File: src/rtl/reaction_session_ctrl.sv
// reaction_session_ctrl: session sequencer for the reaction game.
// Runs ROUNDS trials of random delay -> target LED -> reaction capture -> score hold,
// catches false starts, aborts and timeouts, and keeps the lowest BCD time seen.
// Every output is a flop; level outputs are decoded from the next state so they
// line up with the state register.
module reaction_session_ctrl #(
  parameter int unsigned ROUNDS      = 3,
  parameter logic [11:0] HOLD_TIME   = 12'h7FF,
  parameter logic [15:0] TIMEOUT_BCD = 16'h9999
) (
  input  logic        mclk,
  input  logic        FSMreset,
  input  logic        start_pulse,
  input  logic [9:0]  sw,
  input  logic [11:0] rand_delay,
  input  logic [9:0]  rand_led,
  input  logic        timer_done,
  input  logic [15:0] count,
  output logic        timer_load,
  output logic [11:0] timer_value,
  output logic        timer_en,
  output logic        cnt_clear,
  output logic        cnt_en,
  output logic [9:0]  led,
  output logic        disp_sel,
  output logic        score_valid,
  output logic [15:0] score_bcd,
  output logic [15:0] best_bcd,
  output logic [3:0]  round_idx,
  output logic        false_start,
  output logic        session_done
);

  typedef enum logic [2:0] {
    S_IDLE   = 3'd0,
    S_ARM    = 3'd1,
    S_WAIT   = 3'd2,
    S_REACT  = 3'd3,
    S_RECORD = 3'd4,
    S_SHOW   = 3'd5,
    S_FALSE  = 3'd6,
    S_DONE   = 3'd7
  } state_t;

  localparam logic [3:0]  LAST_ROUND = 4'(ROUNDS - 1);
  localparam logic [15:0] BEST_INIT  = 16'h9999;

  state_t      state_q, state_d;
  logic        timer_load_q, timer_load_d;
  logic [11:0] timer_value_q, timer_value_d;
  logic        load_dly_q, load_dly_d;
  logic        timer_en_q, timer_en_d;
  logic        cnt_clear_q, cnt_clear_d;
  logic        cnt_en_q, cnt_en_d;
  logic [9:0]  led_q, led_d;
  logic        disp_sel_q, disp_sel_d;
  logic        score_valid_q, score_valid_d;
  logic [15:0] score_bcd_q, score_bcd_d;
  logic [15:0] best_bcd_q, best_bcd_d;
  logic [3:0]  round_idx_q, round_idx_d;
  logic        false_start_q, false_start_d;
  logic        session_done_q, session_done_d;

  logic [9:0]  led_keep;
  logic [15:0] result;
  logic        hit;
  logic        timeout;
  logic        timer_ok;

  // Next-state and next-output decode; outputs follow the state being entered.
  always_comb begin
    state_d       = state_q;
    timer_load_d  = 1'b0;
    timer_value_d = timer_value_q;
    score_valid_d = 1'b0;
    score_bcd_d   = score_bcd_q;
    best_bcd_d    = best_bcd_q;
    round_idx_d   = round_idx_q;
    led_keep      = led_q;
    hit           = |(sw & led_q);
    timeout       = (count == TIMEOUT_BCD);
    result        = hit ? count : TIMEOUT_BCD;
    // timer_done may still reflect the previous run while a reload is in flight,
    // so it is not trusted in the strobe cycle nor in the cycle right after it.
    timer_ok      = timer_done & ~timer_load_q & ~load_dly_q;
    load_dly_d    = timer_load_q;

    case (state_q)
      S_IDLE: begin
        if (start_pulse) begin
          best_bcd_d  = BEST_INIT;
          round_idx_d = 4'd0;
          state_d     = S_ARM;
        end
      end
      S_ARM: begin
        if (start_pulse) begin
          state_d = S_IDLE;
        end else if (sw == 10'd0) begin
          timer_load_d  = 1'b1;
          timer_value_d = rand_delay;
          state_d       = S_WAIT;
        end
      end
      S_WAIT: begin
        if (sw != 10'd0) begin
          timer_load_d  = 1'b1;
          timer_value_d = HOLD_TIME;
          state_d       = S_FALSE;
        end else if (start_pulse) begin
          state_d = S_IDLE;
        end else if (timer_ok) begin
          led_keep = rand_led;
          state_d  = S_REACT;
        end
      end
      S_REACT: begin
        // A hit outranks a simultaneous timeout; non-target switches do nothing.
        if (hit || timeout) begin
          score_valid_d = 1'b1;
          score_bcd_d   = result;
          if (result < best_bcd_q) begin
            best_bcd_d = result;
          end
          timer_load_d  = 1'b1;
          timer_value_d = HOLD_TIME;
          state_d       = S_RECORD;
        end
      end
      S_RECORD: begin
        state_d = S_SHOW;
      end
      S_SHOW: begin
        if (timer_ok) begin
          if (round_idx_q == LAST_ROUND) begin
            state_d = S_DONE;
          end else begin
            round_idx_d = round_idx_q + 4'd1;
            state_d     = S_ARM;
          end
        end
      end
      S_FALSE: begin
        // The round is repeated: round_idx is left alone.
        if (start_pulse) begin
          state_d = S_IDLE;
        end else if (timer_ok) begin
          state_d = S_ARM;
        end
      end
      S_DONE: begin
        if (start_pulse) begin
          state_d = S_IDLE;
        end
      end
      default: begin
        state_d = S_IDLE;
      end
    endcase

    timer_en_d     = (state_d == S_WAIT) || (state_d == S_SHOW) || (state_d == S_FALSE);
    cnt_en_d       = (state_d == S_REACT);
    cnt_clear_d    = !((state_d == S_REACT) || (state_d == S_RECORD) || (state_d == S_SHOW));
    led_d          = (state_d == S_REACT) ? led_keep : 10'd0;
    disp_sel_d     = (state_d == S_IDLE) || (state_d == S_ARM) ||
                     (state_d == S_FALSE) || (state_d == S_DONE);
    false_start_d  = (state_d == S_FALSE);
    session_done_d = (state_d == S_DONE);
  end

  // State and registered outputs; reset is asynchronous and forces the idle picture.
  always_ff @(posedge mclk or posedge FSMreset) begin
    if (FSMreset) begin
      state_q        <= S_IDLE;
      timer_load_q   <= 1'b0;
      timer_value_q  <= 12'd0;
      load_dly_q     <= 1'b0;
      timer_en_q     <= 1'b0;
      cnt_clear_q    <= 1'b1;
      cnt_en_q       <= 1'b0;
      led_q          <= 10'd0;
      disp_sel_q     <= 1'b1;
      score_valid_q  <= 1'b0;
      score_bcd_q    <= 16'h0000;
      best_bcd_q     <= BEST_INIT;
      round_idx_q    <= 4'd0;
      false_start_q  <= 1'b0;
      session_done_q <= 1'b0;
    end else begin
      state_q        <= state_d;
      timer_load_q   <= timer_load_d;
      timer_value_q  <= timer_value_d;
      load_dly_q     <= load_dly_d;
      timer_en_q     <= timer_en_d;
      cnt_clear_q    <= cnt_clear_d;
      cnt_en_q       <= cnt_en_d;
      led_q          <= led_d;
      disp_sel_q     <= disp_sel_d;
      score_valid_q  <= score_valid_d;
      score_bcd_q    <= score_bcd_d;
      best_bcd_q     <= best_bcd_d;
      round_idx_q    <= round_idx_d;
      false_start_q  <= false_start_d;
      session_done_q <= session_done_d;
    end
  end

  assign timer_load   = timer_load_q;
  assign timer_value  = timer_value_q;
  assign timer_en     = timer_en_q;
  assign cnt_clear    = cnt_clear_q;
  assign cnt_en       = cnt_en_q;
  assign led          = led_q;
  assign disp_sel     = disp_sel_q;
  assign score_valid  = score_valid_q;
  assign score_bcd    = score_bcd_q;
  assign best_bcd     = best_bcd_q;
  assign round_idx    = round_idx_q;
  assign false_start  = false_start_q;
  assign session_done = session_done_q;

endmodule

File: config.mk
export PLATFORM = sky130hd
export DESIGN_NAME = reaction_session_ctrl
export DESIGN_NICKNAME = d
export VERILOG_FILES = /design/src/rtl/reaction_session_ctrl.sv
export SDC_FILE = /design/constraint.sdc
export NUM_CORES = 1
export LEC_CHECK = 0
export CAP_MARGIN = 15
export CORE_MARGIN = 2
export CORE_UTILIZATION = 35
export CTS_CLUSTER_DIAMETER = 120
export DETAILED_ROUTE_END_ITERATION = 10
export REMOVE_ABC_BUFFERS = 1
export SYNTH_ARGS = -nofsm -noshare
export SYNTH_HDL_FRONTEND = slang
export SYNTH_SLANG_ARGS = --single-unit
export TNS_END_PERCENT = 5
File: constraint.sdc
create_clock -name mclk -period 6.2 [get_ports mclk]
set_input_delay 0.93 -clock mclk [delete_from_list [all_inputs] [get_ports mclk]]
set_output_delay 0.93 -clock mclk [all_outputs]
set_load 0.01 [all_outputs]
==> impl_summary.md <==
Floorplan
The die height is 107 µm. In this run the horizontal extent of the chip is 107 µm. The initialized floorplan defines 37 standard-cell rows. The starting density of the core is a little over a third. The floorplan step defined a die boundary enclosing 11,500 µm². The area inside the core boundary is 10,300 µm².

118 I/O pins were placed.

Drt
The routed via count is about 3,100. For this block, the routed nets add up to 9460 µm of wire. Once detail routing completed, the nets flagged for antenna violations numbered 0. The number of DRC violations after detailed routing is 0. The ratio of routed vias to standard cells is approximately 4.9.

The initial detailed-routing violation count is between 150 and 200. The first-pass detailed-route iteration total is 4. The average routed wire per standard cell is about 15 µm.

CTS
TritonCTS built the clock tree. The level count of the clock H-tree is 3. For this design, the CTS-stage hold fixing added 0 buffers. Buffers added to address setup during post-CTS repair amount to 0. The clock net sink count is 70. Clock latency on the worst-skew pair, taken at its later pin, is 340 ps.

The maximum root-to-sink buffer count is 2. The clock root buffer master is clkbuf_8. The number of gates resized after CTS was 0. Clock-pin slew was measured on the worst setup and hold paths at 70 ps.

In this run, CTS created clock tree buffers numbering 9.

Final layout
Excluding fillers, the count of instances in the completed layout stands at around 640. Cells with a size suffix above 1 make up between 10% and 20% of the layout. The library cell used most frequently in the layout, excluding fill and tap cells, is clkdlybuf4s50_1. In the layout the commonest cells are clkdlybuf4s50_1, dfrtp_1, nor2_1.

The number of fill cells is between 900 and 1,000. The antenna diode count is 0. Summing all non-filler instances in the final layout gives an area of 5180 µm². Relative to the synthesized area, the layout overhead comes to 39.3%. The final standard cell utilization of the core is around half. At the end of the flow, the number of nets in the layout was 571.

STA
The count of endpoints failing setup in the final report is 0. The setup TNS after final layout is 0 ps. The transition at the pin with the smallest max-transition slack is 896 ps. Setup repair after global routing left no endpoint under its margin. The final clock period utilization by the worst path is a little under 70%. The headroom to the max-slew limit is about two fifths. The post-layout minimum cycle time is 4290 ps.

The worst clock skew is between 15 and 20 ps. The hold violation count in the final report came to 0. The total count of max-transition violations in the final report is 0. For this run, the top clock speed supported by timing is 233 MHz.

Logic synthesis
After synthesis, the mean cell area works out to 9.61 µm². Of the synthesized area, sequential elements account for 47.5%. The number of unique standard cell types used by synthesis is 54.

In the synthesized netlist the dominant register cell turns out to be dfrtp_1. The largest area contributor in the synthesized netlist is dfrtp_1. Counting flops with a built-in enable in the synthesized netlist gives 0. Synthesis inferred 70 register bits.

After synthesis, the cell types taking the most area are dfrtp_1, dfstp_2, mux2i_1. Synthesis produced just under 400 cells. The mapped cell area is about 3700 µm². Summed over its instances, the top area cell type makes up 40.4% of the synthesized netlist area.

The Yosys step of the flow raised 0 warnings. Of all flip-flops after synthesis, the portion carrying an async set or reset was 100%.

GRT
The initial antenna violation count is 0. The first-pass GRT wire length is 15,500 µm. Entering global routing, the biggest net connects 71 pins. The residual overflow from global routing is 0. The via count of the first global-routing pass is 3,130. Across every metal layer, demand over resource in global routing totals 17.0%.

Worst setup path
STA classifies the critical path endpoint as a flip-flop. The worst-path maximum fanout is 16. The classification of the worst setup path is primary input to flip-flop. The worst setup path is launched from a primary input. In this run the worst setup path begins at sw[4]. The worst register-to-register path begins at led[4]. The worst endpoint required time is ~6400 ps. The arrival time of the worst setup path is 4530 ps.

Run
Across the run, the number of max-cap violations was 0.

Placed design
The cell area after placement is approximately 5000 µm². The half-perimeter wire length after detailed placement is between 7000 and 8000 µm. The post-placement cell count is 628. Port buffering added 117 buffers. The last weighted congestion value of the routability-driven placer is a little over 0.8.

Pwr
The cell area power density is 297 nW/µm². The analysis attributes to cell leakage a power of 0.00237 µW. VDD sags by at most 0.150 mV.

Worst hold path
The startpoint of the worst hold path is timer_load. The worst hold path belongs to the class flip-flop to flip-flop.

Run status
The flow ran to the end, and the final reports show no timing, DRC or antenna violations.
per-stage QoR:
stage / setup WS (ps) / total power [µW] / hold slack (ps)
4_1_cts: 1940 / 1560 / 432
3_3_place_gp: 1700 / 1200 / 397
6_report: 1910 / 1540 / 426
5_1_grt: 1580 / 1650 / 444
2_1_floorplan: 2710 / 943 / 447
3_5_place_dp: 1580 / 1210 / 414
cell families after synthesis:
family          Yosys count  synth area share, %
buf+inv                  36                 4.34
compound gates           50                 9.43
fa+ha+maj                16                 5.39
mux                      26                 7.00
flops                    70                 47.5
xor+xnor                  4                0.943
simple gates            185                 25.4
flip-flops by register name, indices dropped and copies added, names as in the netlist:
signal	cells
timer_value	12
best_bcd	16
score_valid	1
disp_sel	1
cnt_en	1
session_done	1
cnt_clear	1
false_start	1
load_dly_q	1
timer_load	1
state_q	3
round_idx	4
timer_en	1
led	10
score_bcd	16
final timing paths:
| kind | depth (start not counted) | slack [ps] | endpoint |
|---|---|---|---|
| setup / recovery | 12 | 1910 | best_bcd[5] |
| hold / removal | 0 | 430 | load_dly_q |
| hold reg to reg | 0 | 430 | load_dly_q |
| min in group asynchronous | 3 | 1180 | score_bcd[9] |
| setup reg to reg | 11 | 2590 | best_bcd[5] |
| max in group asynchronous | 3 | 4460 | score_bcd[0] |
critical path, cell delays in order:
cell and delay (ps):
clkdlybuf4s50_1 490, a22oi_1 310, nand2_1 200, nor2_1 680, or2_2 230, ha_1 230, a21oi_1 150, o21ai_0 90
a21o_1 170, o21ai_0 230, nand3_2 500, mux2i_1 310
power by group:
| part | switching (µW) | total [µW] | internal, µW |
|---|---|---|---|
| logic | 299 | 574 | 275 |
| registers | 71.2 | 623 | 552 |
| clock network | 175 | 342 | 166 |
| total | 545 | 1540 | 993 |
per-layer routing:
layer	track usage (%)	part of all wire [%]	up-vias
met2	25.9	47	95
met1	23.9	47	1480
met5	0	0	-
li1	-	-	1551
met4	5.19	0.72	0
met3	4.13	5.1	4
Yosys cell counts (8+ instances only):
cell and count:
inv_1 21, nor2_1 58, nand2_1 56, mux2i_1 26, o21ai_0 19, a21oi_1 8
nor2_2 8, or2_2 9, dfrtp_1 60, ha_1 16, dfstp_2 10, nor2b_1 10
final cells by class:
cell class	instances	area (µm²)	area share, %
well taps	136	170	3.29
clock inverters	5	33.8	0.652
multi-input cells	281	1790	34.6
flip-flops and latches	70	1760	34.1
inverters	22	82.6	1.59
clock buffers	11	151	2.92
repair buffers	119	1190	22.9
Power figures use the tool's default switching activity.
